<file path="src/rtl/rf_writeback.sv">
// Write-back stage: merges ALU and load results onto the single RF write port,
// buffers one load while the ALU owns the port, and tracks outstanding loads.
module rf_writeback #(
  parameter int XLEN = 32,
  parameter int NREG = 32,
  parameter int AW   = $clog2(NREG)
) (
  input  logic            clk,
  input  logic            rst,
  input  logic            alu_valid,
  input  logic [AW-1:0]   alu_rd,
  input  logic [XLEN-1:0] alu_data,
  input  logic            ld_issue,
  input  logic [AW-1:0]   ld_issue_rd,
  input  logic            ld_valid,
  output logic            ld_ready,
  input  logic [AW-1:0]   ld_rd,
  input  logic [XLEN-1:0] ld_data,
  input  logic [AW-1:0]   chk_rs1,
  input  logic [AW-1:0]   chk_rs2,
  input  logic [AW-1:0]   chk_rd,
  output logic            stall,
  output logic [NREG-1:0] busy_mask,
  output logic            rf_write_e,
  output logic [AW-1:0]   rf_rd,
  output logic [XLEN-1:0] rf_write_d
);

  logic            buf_valid_q, buf_valid_d;
  logic [AW-1:0]   buf_rd_q, buf_rd_d;
  logic [XLEN-1:0] buf_data_q, buf_data_d;

  logic [NREG-1:0] busy_q, busy_d;

  logic            we_q, we_d;
  logic [AW-1:0]   rd_q, rd_d;
  logic [XLEN-1:0] wd_q, wd_d;

  logic alu_eff;
  logic drain;
  logic ld_acc;

  assign alu_eff  = alu_valid && (alu_rd != '0);
  assign drain    = buf_valid_q && !alu_eff;
  assign ld_ready = !buf_valid_q || drain;
  assign ld_acc   = ld_valid && ld_ready;

  // Port mux: ALU first, then the buffered load.
  always_comb begin
    we_d = 1'b0;
    rd_d = rd_q;
    wd_d = wd_q;
    if (alu_eff) begin
      we_d = 1'b1;
      rd_d = alu_rd;
      wd_d = alu_data;
    end else if (drain) begin
      we_d = 1'b1;
      rd_d = buf_rd_q;
      wd_d = buf_data_q;
    end
  end

  // Loads to x0 complete the handshake but never occupy the buffer.
  always_comb begin
    buf_valid_d = buf_valid_q;
    buf_rd_d    = buf_rd_q;
    buf_data_d  = buf_data_q;
    if (drain) begin
      buf_valid_d = 1'b0;
    end
    if (ld_acc && (ld_rd != '0)) begin
      buf_valid_d = 1'b1;
      buf_rd_d    = ld_rd;
      buf_data_d  = ld_data;
    end
  end

  // Set is applied after clear so a same-cycle issue wins.
  always_comb begin
    busy_d = busy_q;
    if (drain) begin
      busy_d[buf_rd_q] = 1'b0;
    end
    if (ld_issue && (ld_issue_rd != '0)) begin
      busy_d[ld_issue_rd] = 1'b1;
    end
    busy_d[0] = 1'b0;
  end

  always_ff @(posedge clk) begin
    if (rst) begin
      buf_valid_q <= 1'b0;
      buf_rd_q    <= '0;
      buf_data_q  <= '0;
      busy_q      <= '0;
      we_q        <= 1'b0;
      rd_q        <= '0;
      wd_q        <= '0;
    end else begin
      buf_valid_q <= buf_valid_d;
      buf_rd_q    <= buf_rd_d;
      buf_data_q  <= buf_data_d;
      busy_q      <= busy_d;
      we_q        <= we_d;
      rd_q        <= rd_d;
      wd_q        <= wd_d;
    end
  end

  assign stall = busy_q[chk_rs1] | busy_q[chk_rs2] | busy_q[chk_rd];

  assign busy_mask  = busy_q;
  assign rf_write_e = we_q;
  assign rf_rd      = rd_q;
  assign rf_write_d = wd_q;

endmodule
</file>
<file path="config.mk">
export PLATFORM = sky130hd
export DESIGN_NAME = rf_writeback
export DESIGN_NICKNAME = d
export VERILOG_FILES = /design/src/rtl/rf_writeback.sv
export SDC_FILE = /design/constraint.sdc
export NUM_CORES = 1
export LEC_CHECK = 0
export CAP_MARGIN = 20
export CELL_PAD_IN_SITES_DETAIL_PLACEMENT = 1
export CELL_PAD_IN_SITES_GLOBAL_PLACEMENT = 1
export CORE_MARGIN = 2
export CORE_UTILIZATION = 37
export DETAILED_ROUTE_END_ITERATION = 7
export PLACE_DENSITY = 0.94
export SLEW_MARGIN = 20
export SYNTH_ARGS = -nofsm -noshare
export SYNTH_HDL_FRONTEND = slang
export SYNTH_SLANG_ARGS = --single-unit
</file>
<file path="constraint.sdc">
create_clock -name clk -period 4.2 [get_ports clk]
set_input_delay 0.42 -clock clk [delete_from_list [all_inputs] [get_ports clk]]
set_output_delay 0.42 -clock clk [all_outputs]
set_load 0.02 [all_outputs]
</file>
# Yosys cells after proc, flatten, opt, wreduce, memory -nomap -nowiden

Cells that the tools add are included.

Register bits: 108
Output and inout port bits: 72
Word-level logic and storage cells: 55

Magnitude comparators: 7
Multiplexer cells: 20
Bitwise gates (word level): 5
Reductions and logical operators: 15

Operators with widths:

| kind                 | count |
|---|---|
| $mux W32             | 4 |
| $and A32 B32 Y32     | 1 |
| $not A32 Y32         | 1 |
| $or A32 B32 Y32      | 1 |
| $lt A5 B6 Y1 const B | 5 |
| $bmux W1 S5          | 3 |
| $reduce_bool A5 Y1   | 3 |
| $demux W1 S5         | 2 |
| $ge A5 B1 Y1 const B | 2 |
| $mux W5              | 2 |
| $mux W1              | 9 |
| $logic_and A1 B1 Y1  | 7 |
| $reduce_bool A2 Y1   | 2 |
| $logic_not A1 Y1     | 2 |
| $or A1 B1 Y1         | 2 |
| $logic_or A1 B1 Y1   | 1 |

# Depth between registers and ports, before layout

Gate-level depths: netlist of the first run.

Depth in word-level cells: 9
Depth in mapped cells: 7
Mapped depth without buffers: 5

# Worst setup path before layout of the first run

No wires, ideal clock.

Path type: input-to-output
Start point: input port chk_rs1[2]
End point: output port stall
Data arrival time: 1998 ps
Required time: 3780 ps
Slack: 1782 ps
Cell stages on the path: 6
Cell sequence: clkbuf_1 -> mux4_2 -> o21ai_0 -> a21oi_1 -> nor4_1 -> o211ai_1

Word-level cells in the longest chain between the ends: 4

RTL lines:

| what                          | RTL line | text |
|---|---|---|
| start: declaration            | 19       | `input logic [AW-1:0] chk_rs1,` |
| $bmux W1 S5                   | 111      | `assign stall = busy_q[chk_rs1] \| busy_q[chk_rs2] \| busy_q[chk_rd];` |
| $mux W1 (implied by the code) | 111      |  |
| $or A1 B1 Y1 (2 in a row)     | 111      |  |
| end: declaration              | 22       | `output logic stall,` |

No other way between the ends. The select of a mux whose other input is x is not followed.

# Worst setup path after layout of the first run

Start point: input port chk_rd[1]
End point: output port stall

Word-level cells in the longest chain between the ends: 3

RTL lines:

| what                          | RTL line | text |
|---|---|---|
| start: declaration            | 21       | `input logic [AW-1:0] chk_rd,` |
| $bmux W1 S5                   | 111      |  |
| $mux W1 (implied by the code) | 111      |  |
| $or A1 B1 Y1                  | 111      |  |

No other way between the ends. The select of a mux whose other input is x is not followed.

==> results of run 1 <==
-- per-layer routing --
layer  track usage, %  part of all wire [%]  vias to the layer above
met2             47.4                    50                      228
met5                0                     0                        -
met3             9.45                   9.2                       35
met4             8.69                   2.4                        0
met1             28.7                    38                     2429
li1                 -                     -                     2234
-- registers in the layout, summed over array words and instances, names as in the netlist --
register and cells:
buf_rd_q 5, buf_valid_q 1, rf_write_e 1, rf_write_d 32, buf_data_q 32, busy_mask 31, rf_rd 5
-- per-stage QoR --
| step | hold slack (ps) | setup WS, ps | cell area (µm²) | utilization, % |
|---|---|---|---|---|
| global route | 525 | 635 | 7170 | 53.7 |
| floorplan | 463 | 1780 | 5110 | - |
| detailed placement | 486 | 755 | 6880 | 51.6 |
| global placement | 473 | 773 | 6880 | 51.6 |
| finish | 499 | 758 | 7170 | 53.7 |
| CTS | 502 | 758 | 7170 | 53.7 |
-- cell usage in the layout, fill, tap and decap left out, drive strengths merged, types with 2 or more instances in the layout --
cell and n:
a211oi 36, a21oi 35, a22oi 2, a32oi 2
and3 2, buf 6, clkbuf 11, clkdlybuf4s50 168
clkinv 2, dfxtp 107, inv 4, mux2 7
mux2i 79, mux4 19, nand2 42, nand2b 8
nand3 6, nand3b 5, nor2 85, nor2b 3
nor3 3, nor4 2, o211ai 5, o21ai 34
o22ai 2, or2 2, or4 2
-- critical path, stage by stage --
cell             delay [ps]
clkdlybuf4s50_1         810
mux4_2                  570
mux2_2                  270
a211oi_1                270
o211ai_1                120
clkdlybuf4s50_1         560
-- cells by family after synthesis --
| kind of cell | after synthesis | synth area share (%) |
|---|---|---|
| flip-flops | 107 | 42.0 |
| AND/OR/NAND/NOR | 163 | 13.8 |
| buffers and inverters | 43 | 3.97 |
| other | 1 | 0.0734 |
| multiplexers | 105 | 25.4 |
| AO/OA/AOI/OAI | 120 | 14.8 |
-- final timing paths --
| path | slack, ps | endpoint | from |
|---|---|---|---|
| worst max register to register | 1710 | buf_data_q[16]$_SDFFE_PP0P_ | buf_valid_q$_SDFFE_PP0P_ |
| worst max-delay path | 760 | stall | chk_rd[1] |
| worst min-delay path | 500 | buf_data_q[4]$_SDFFE_PP0P_ | buf_data_q[4]$_SDFFE_PP0P_ |
| worst min register to register | 500 | buf_data_q[4]$_SDFFE_PP0P_ | buf_data_q[4]$_SDFFE_PP0P_ |
-- cell type report --
| type | instances | area, µm² |
|---|---|---|
| clock inverters | 3 | 40.0 |
| inverters | 4 | 15.0 |
| flip-flops and latches | 107 | 2140 |
| fillers | 1483 | 6180 |
| clock buffers | 11 | 243 |
| repair buffers | 174 | 1730 |
| multi-input cells | 389 | 2780 |
| well taps | 176 | 220 |
-- power by group through the flow --
stage | Clock, mW | Combinational (mW) | Sequential (mW)
2_1_floorplan | 0 | 0.198 | 1.16
3_3_place_gp | 0 | 0.434 | 1.13
3_5_place_dp | 0 | 0.450 | 1.13
4_1_cts | 0.846 | 0.458 | 1.11
5_1_grt | 0.889 | 0.485 | 1.12
6_report | 0.840 | 0.456 | 1.11
==> impl_metrics.py, run 1 <==
metrics = {
    "status": {
        "run_status": "complete, no violations",
    },
    "cts": {
        "root_buffer": "clkbuf_16",
        "cts_tree": "yes",
        "cts.sinks": 107,
        "clkTransAtPathRegs_ps": 70,
        "clkLatencyLatePin_ps": 350,
        "clk_path_buf_depth": 2,
        "postCtsResizedCells": 0,
        "cts_setup_buffers": 0,
        "htreeDepth": 3,
        "cts_buffers": 9,
        "postCtsHoldBufs": 0,
    },
    "sta": {
        "setup_viol": 0,
        "max_slew_margin_pct": 27.6,
        "hold_viol_final": 0,
        "final.period_utilization_pct": 82.0,
        "finClkSkew_ps": 7.06,
        "fmax_mhz": 291,
        "tns_ps": 0,
        "slew_viol_final": 0,
        "min_period_ps": 3440,
        "grt_setup_unrepaired": "no",
        "worst_slew_pin_slew_ps": 1090,
    },
    "synth": {
        "syn-mean-instance-area_um2": 9.47,
        "netlist_area_um2": 5110,
        "syn_inst": 539,
        "syn_nets": 638,
        "async_flop_share_pct": 0,
        "yosysTopAreaCell": "dfxtp_1",
        "synth.most_common_cell": "dfxtp_1",
        "synth_top_area_share_pct": 42.0,
        "synth_edf_count": 0,
        "synth.area.top_cells": "dfxtp_1 (42%), mux2i_1 (15%), mux4_2 (8.4%)",
        "ys_seq_area_share_pct": 42.0,
        "synth_seq_cells": 107,
        "synth.distinct_cells": 42,
        "ys.flop_type": "dfxtp_1",
        "yosysWarnings": 0,
        "synthTopCellsByCount": "dfxtp_1 (107), nor2_1 (85), mux2i_1 (79), nand2_1 (42), a211oi_1 (36)",
    },
    "layout": {
        "antennaDiodeCount": 0,
        "stdcell_count": 864,
        "drive_gt1_share_pct": 7.41,
        "syn_to_final_growth_pct": 40.3,
        "nets": 784,
    },
    "floorplan": {
        "row_count": 42,
        "num_io_pins": 171,
        "dieWidth_um": 121,
        "die_h_um": 121,
        "die_area_um2": 14800,
        "coreArea_um2": 13300,
        "start_util_pct": 38.3,
    },
    "place": {
        "gp_congestion": 0.862,
        "dp_hpwl_um": 13800,
        "portBuffers": 169,
        "place_inst": 850,
    },
    "global_route": {
        "grt_overflow": 0,
        "antenna_found_initial": 0,
        "track_usage_pct": 26.4,
        "grt_pass1_wl_um": 29800,
        "grt_pass1_vias": 5446,
        "grt_max_degree": 108,
    },
    "power_and_ir_drop": {
        "p_clk_share_pct": 34.9,
        "power-per-cell-area_nw_per_um2": 336,
        "power.share.combinational_pct": 18.9,
        "power_frac_seq_pct": 46.2,
        "finalPower_mw": 2.41,
        "power.share.switching_pct": 26.6,
        "switching_power_mw": 0.641,
        "ir_drop_mv": 0.188,
        "p_leak_nw": 2.61,
        "intPower_mw": 1.77,
    },
    "routing": {
        "wl_um": 19200,
        "drt-initial-drc-count": 294,
        "ant_nets": 0,
        "drtPass1Iterations": 4,
        "vias_per_cell": 5.70,
        "drc": 0,
        "vias": 4926,
        "wl_per_cell_um": 22.2,
    },
    "setup_path": {
        "r2r_cells": 6,
        "required_ps": 3780,
        "critPathCaptureType": "output port",
        "critPathLaunchType": "primary input",
        "worstPathMaxFanout": 11,
        "critPathArrivalTime_ps": 3020,
        "path_class": "primary input to output port",
    },
    "min_path": {
        "worstHoldPathCells": 2,
        "hold_path.class": "flip-flop to flip-flop",
    },
    "job": {
        "max-cap-violations": 0,
    },
}
(Power assumes the default switching activity.)
==> run 2, diff against run 1 <==
--- a/config.mk
+++ b/config.mk
@@ -9,9 +9,9 @@
 export CELL_PAD_IN_SITES_DETAIL_PLACEMENT = 1
 export CELL_PAD_IN_SITES_GLOBAL_PLACEMENT = 1
 export CORE_MARGIN = 2
-export CORE_UTILIZATION = 37
+export CORE_UTILIZATION = 34
 export DETAILED_ROUTE_END_ITERATION = 7
-export PLACE_DENSITY = 0.94
+export PLACE_DENSITY = 0.88
 export SLEW_MARGIN = 20
 export SYNTH_ARGS = -nofsm -noshare
 export SYNTH_HDL_FRONTEND = slang
==> constraint.sdc (replaced) <==
create_clock -name clk -period 3.3 [get_ports clk]
set_input_delay 0.33 -clock clk [delete_from_list [all_inputs] [get_ports clk]]
set_output_delay 0.33 -clock clk [all_outputs]
set_load 0.02 [all_outputs]
==> run 2 against run 1 <==
Compared with the run above:
- flip-flop and latch count unchanged
- sequential power up 27%
- setup slack worse by 570 ps
- worst hold slack better by 3.8 ps
- count of clock-buffer cells in the layout rose by 2
- wire length down 6.8%
- critical path depth stayed put
- global-route usage down 4.4 points
- utilization fell by 3.8 points
- clock skew down 0.55 ps
- critical path type unchanged
- critical endpoint unchanged
- largest power group unchanged
==> impl_metrics.py, run 2 (synthesized netlist as in run 1, its figures left out) <==
metrics = {
    "status": {
        "run_status": "complete, no violations",
    },
    "cts": {
        "cts_buffers": 9,
        "cts_setup_buffers": 0,
        "htreeDepth": 3,
        "root_buffer": "clkbuf_16",
        "clk_path_buf_depth": 2,
        "clkTransAtPathRegs_ps": 70,
        "cts_tree": "yes",
        "cts.sinks": 107,
        "clkLatencyLatePin_ps": 340,
    },
    "setup_path": {
        "crit_chain": "clkdlybuf4s50_1, mux4_2, mux2_2, a211oi_1, o211ai_1, clkdlybuf4s50_1",
        "r2r-start": "buf_valid_q$_SDFFE_PP0P_",
        "cpLargestDelayFamily": "buffers and inverters",
        "path_class": "primary input to output port",
        "critPathCaptureType": "output port",
        "crit_top_cell": "clkdlybuf4s50_1",
        "rr_endpoint": "busy_mask[13]$_SDFF_PP0_",
        "critPathArrivalTime_ps": 2780,
        "required_ps": 2970,
        "r2r_cells": 6,
        "worst_path_largest_cell_delay_ps": 700,
        "cp_num_buf_inv": 2,
        "worstPathMaxFanout": 6,
        "cp_slowest_cell": "clkdlybuf4s50_1",
        "reg2reg_slack_ps": 1220,
        "critPathLaunchType": "primary input",
    },
    "routing": {
        "vias": 4833,
        "drt-initial-drc-count": 219,
        "drtPass1Iterations": 4,
        "vias_per_cell": 5.50,
        "wl_per_cell_um": 20.4,
        "drc": 0,
        "ant_nets": 0,
        "wl_um": 17900,
    },
    "global_route": {
        "grt_pass1_vias": 5323,
        "grtUsageMet1_pct": 26.1,
        "grt_overflow": 0,
        "grt_max_degree": 108,
        "use_met3_pct": 6.96,
        "busiest_layer": "met2",
        "grt_pass1_wl_um": 28300,
        "antenna_found_initial": 0,
        "track_usage_pct": 22.0,
        "use_met2_pct": 38.7,
    },
    "min_path": {
        "min_to": "buf_data_q[27]$_SDFFE_PP0P_",
        "hold_path.class": "flip-flop to flip-flop",
        "worstHoldPathCells": 2,
        "hp-start": "buf_data_q[27]$_SDFFE_PP0P_",
    },
    "layout": {
        "mostFrequentLayoutCell": "clkdlybuf4s50_1",
        "drive_gt1_share_pct": 8.06,
        "nets": 790,
        "syn_to_final_growth_pct": 42.6,
        "layout_common_cells": "clkdlybuf4s50_1 (167), dfxtp_1 (106), nor2_1 (85), mux2i_1 (79), nand2_1 (42)",
        "stdcell_count": 879,
        "post-route-cell-area_um2": 7280,
        "fill_cells": 1611,
        "postLayoutCoreUtil_pct": 49.9,
        "antennaDiodeCount": 0,
    },
    "place": {
        "dp_hpwl_um": 13300,
        "portBuffers": 169,
        "place_inst": 864,
        "placed_cell_area_um2": 6960,
        "gp_congestion": 0.953,
    },
    "floorplan": {
        "die_area_um2": 16000,
        "die_h_um": 127,
        "start_util_pct": 35.0,
        "row_count": 44,
        "dieWidth_um": 127,
        "num_io_pins": 171,
        "coreArea_um2": 14600,
    },
    "power_and_ir_drop": {
        "intPower_mw": 2.35,
        "p_leak_nw": 2.67,
        "power_frac_seq_pct": 44.9,
        "ir_drop_mv": 0.247,
        "power-per-cell-area_nw_per_um2": 432,
        "p_clk_share_pct": 36.5,
        "power.share.combinational_pct": 18.6,
        "power.share.switching_pct": 25.5,
        "switching_power_mw": 0.802,
    },
    "sta": {
        "tns_ps": 0,
        "final.period_utilization_pct": 94.3,
        "min_period_ps": 3110,
        "setup_viol": 0,
        "grt_setup_unrepaired": "no",
        "max_slew_margin_pct": 41.9,
        "holdWs_ps": 503,
        "fmax_mhz": 321,
        "worst_slew_pin_slew_ps": 868,
        "hold_viol_final": 0,
        "slew_viol_final": 0,
        "finClkSkew_ps": 6.51,
    },
    "job": {
        "max-cap-violations": 0,
    },
}
[run 2: cell types whose count changed in the layout (fill, tap and decap cells not counted), sizes merged]
cell / previous run / this run
buf: 6 / 12
clkbuf: 11 / 13
clkinv: 2 / 0
bufinv: 1 / 2
clkdlybuf4s50: 168 / 167
dlymetal6s2s: 0 / 1
[run 2: tightest hold or removal path, delay by kind of cell, from the launching register on]
kind / cells / cell delay [ps]
and+or+nand+nor: 1 / 70
muxes: 1 / 70
DFF: 1 / 330
[run 2: power groups by stage]
stage                     registers (mW)  logic [mW]  clock network (mW)
after detailed placement            1.44       0.582                   0
final                               1.41       0.584                1.15
after CTS                           1.41       0.587                1.16
after global routing                1.42       0.625                1.21
after floorplan                     1.47       0.252                   0
after global placement              1.44       0.565                   0
[run 2: timing repair]
item,in CTS,in global routing
setup endpoints to repair,0,1
hold buffers,0,0
gates resized for setup,0,1
[run 2: routing by layer]
| layer | vias to the layer above | share of wire, % |
|---|---|---|
| met5 | - | 0 |
| met4 | 0 | 1.4 |
| met3 | 18 | 9.2 |
| met2 | 199 | 48 |
| met1 | 2367 | 41 |
| li1 | 2249 | - |
[run 2: layout make-up]
type / instances / area [µm²] / share of cell area [%]
Sequential cell: 107 / 2140 / 29.4
Inverter: 4 / 15.0 / 0.206
Multi-Input combinational cell: 389 / 2780 / 38.2
Timing Repair Buffer: 180 / 1800 / 24.8
Clock inverter: 2 / 60.1 / 0.825
Tap cell: 184 / 230 / 3.16
Clock buffer: 13 / 250 / 3.44
[run 2: how the worst max path moves through the flow]
stage	cells after the start	startpoint	slack, ps	endpoint
2_1_floorplan	6	chk_rs1[2]	1060	stall
3_3_place_gp	7	chk_rs1[4]	160	stall
3_5_place_dp	7	chk_rs1[4]	160	stall
4_1_cts	7	chk_rs1[4]	150	stall
5_1_grt	7	chk_rs1[0]	100	stall
6_report	6	chk_rd[1]	190	stall
[run 2: metrics by stage]
step,setup WS (ps),power [mW]
2_1_floorplan,1060,1.73
3_3_place_gp,163,2.00
3_5_place_dp,163,2.02
4_1_cts,153,3.16
5_1_grt,101,3.26
6_report,189,3.15
==> run 3, diff against run 2 <==
--- a/config.mk
+++ b/config.mk
@@ -9,10 +9,11 @@
 export CELL_PAD_IN_SITES_DETAIL_PLACEMENT = 1
 export CELL_PAD_IN_SITES_GLOBAL_PLACEMENT = 1
 export CORE_MARGIN = 2
-export CORE_UTILIZATION = 34
+export CORE_UTILIZATION = 31
 export DETAILED_ROUTE_END_ITERATION = 7
-export PLACE_DENSITY = 0.88
+export PLACE_DENSITY = 0.85
 export SLEW_MARGIN = 20
 export SYNTH_ARGS = -nofsm -noshare
 export SYNTH_HDL_FRONTEND = slang
 export SYNTH_SLANG_ARGS = --single-unit
+export TNS_END_PERCENT = 100
==> constraint.sdc (replaced) <==
create_clock -name clk -period 2.7 [get_ports clk]
set_input_delay 0.27 -clock clk [delete_from_list [all_inputs] [get_ports clk]]
set_output_delay 0.27 -clock clk [all_outputs]
set_load 0.02 [all_outputs]
==> run 3 against run 2 <==
Compared with the run above:
- register-to-register slack got worse by 320 ps
- clock power increased by 16%
- die area up 9.4%
- clock skew decreased by 0.71 ps
- utilization decreased by 2.9 points
- sequential share of layout area decreased by 0.97 points
- highest routed layer unchanged
==> impl_metrics.py, run 3 (synthesized netlist as in run 1, its figures left out) <==
metrics = {
    "status": {
        "run_status": "complete, no violations",
    },
    "global_route": {
        "grt_overflow": 0,
        "grt_pass1_vias": 5415,
        "grt_pass1_wl_um": 29800,
        "grt_max_degree": 108,
        "track_usage_pct": 21.3,
        "antenna_found_initial": 0,
    },
    "sta": {
        "grt_setup_unrepaired": "no",
        "setup_viol": 0,
        "holdWs_ps": 452,
        "fmax_mhz": 382,
        "final.period_utilization_pct": 96.9,
        "min_period_ps": 2620,
        "worst_slew_pin_slew_ps": 812,
        "finClkSkew_ps": 5.80,
        "max_slew_margin_pct": 45.9,
        "hold_viol_final": 0,
        "setup_ws_ps": 83.1,
        "slew_viol_final": 0,
    },
    "setup_path": {
        "worstPathMaxFanout": 4,
        "r2r_cells": 6,
        "path_class": "primary input to output port",
        "crit_top_cell": "buf_4",
        "worst_path_largest_cell_delay_ps": 500,
        "critPathLaunchType": "primary input",
        "critPathCaptureType": "output port",
        "cp_slowest_cell": "mux4_2",
        "startpoint": "chk_rs1[0]",
        "required_ps": 2430,
        "critPathArrivalTime_ps": 2350,
        "crit_chain": "clkdlybuf4s50_1, buf_4, mux4_2, nand4b_1, o311ai_0, nor4_2, buf_4, o211ai_1, buf_2",
        "r2r-start": "buf_valid_q$_SDFFE_PP0P_",
    },
    "floorplan": {
        "die_h_um": 132,
        "dieWidth_um": 132,
        "start_util_pct": 31.9,
        "num_io_pins": 171,
        "die_area_um2": 17500,
        "coreArea_um2": 16000,
        "row_count": 46,
    },
    "layout": {
        "antennaDiodeCount": 0,
        "post-route-cell-area_um2": 7530,
        "layout_common_cells": "clkdlybuf4s50_1 (164), dfxtp_1 (106), nor2_1 (85), mux2i_1 (79), nand2_1 (42)",
        "mostFrequentLayoutCell": "clkdlybuf4s50_1",
        "syn_to_final_growth_pct": 47.4,
        "drive_gt1_share_pct": 12.4,
        "postLayoutCoreUtil_pct": 47.0,
        "nets": 817,
        "fill_cells": 1833,
    },
    "min_path": {
        "worstHoldPathCells": 2,
        "hp-start": "rst",
        "hold_path.class": "primary input to flip-flop",
    },
    "cts": {
        "cts.sinks": 107,
        "cts_setup_buffers": 0,
        "clkTransAtPathRegs_ps": 70,
        "cts_tree": "yes",
        "clk_path_buf_depth": 2,
        "htreeDepth": 3,
        "root_buffer": "clkbuf_16",
        "clkLatencyLatePin_ps": 340,
        "postCtsHoldBufs": 0,
        "cts_buffers": 9,
    },
    "routing": {
        "wl_per_cell_um": 19.8,
        "drtPass1Iterations": 4,
        "drt-initial-drc-count": 240,
        "drc": 0,
        "wl_um": 18600,
        "vias": 4912,
        "ant_nets": 0,
        "vias_per_cell": 5.23,
    },
    "job": {
        "max-cap-violations": 0,
    },
    "place": {
        "portBuffers": 169,
        "gp_congestion": 0.949,
        "placed_cell_area_um2": 7210,
        "pre_cts_ws_ps": -386,
        "dp_hpwl_um": 14100,
    },
    "power_and_ir_drop": {
        "p_leak_nw": 2.82,
        "power-per-cell-area_nw_per_um2": 504,
        "finalPower_mw": 3.79,
        "ir_drop_mv": 0.328,
    },
}
## run 3: changes by cell type in the layout (fill, tap and decap cells not counted), moves of 2 or more
| cell | change |
|---|---|
| clkinv_2 | +2 |
| clkdlybuf4s50_1 | -3 |
| buf_4 | +26 |
| clkbuf_1 | -3 |
| clkinvlp_4 | +2 |
## run 3: path summary, 6_finish.rpt
kind | to | slack (ps)
worst max-delay path | stall | 80
worst min-delay path | buf_data_q[4]$_SDFFE_PP0P_ | 450
worst max register to register | buf_data_q[5]$_SDFFE_PP0P_ | 900
worst min register to register | buf_data_q[27]$_SDFFE_PP0P_ | 500
## run 3: area by class of cell
cell class | instances | area, µm² | share of cell area [%]
inverters | 4 | 15.0 | 0.199
repair buffers | 207 | 2010 | 26.6
flip-flops and latches | 107 | 2140 | 28.5
multi-input cells | 389 | 2790 | 37.1
clock inverters | 6 | 63.8 | 0.848
well taps | 216 | 270 | 3.59
clock buffers | 10 | 239 | 3.17
## run 3: power by group
part / switching [mW] / internal [mW] / total (mW)
logic: 0.353 / 0.378 / 0.731
clock network: 0.589 / 0.745 / 1.33
registers: 0.0625 / 1.66 / 1.73
## run 3: routing by layer
metal	wire length (µm)	part of all wire (%)	track usage (%)
met5	0	0	0
met4	293	1.6	5.44
met3	1900	10	7.57
met2	8930	48	36.6
met1	7460	40	25.4
## run 3: metrics by stage
stage	setup TNS, ps	std cells
2_1_floorplan	0	539
3_3_place_gp	-365	923
3_5_place_dp	-386	923
4_1_cts	0	939
5_1_grt	0	939
6_report	0	939
## run 3: critical path: cells and delay by family
family	cells	cell delay (ps)
mux	1	500
compound gates	2	260
simple gates	2	370
buf+inv	4	930
## run 3: timing repair
action                     4_1_cts  5_1_grt
gates resized for setup          7        4
setup endpoints to repair        1        1
pin swaps                        1        1
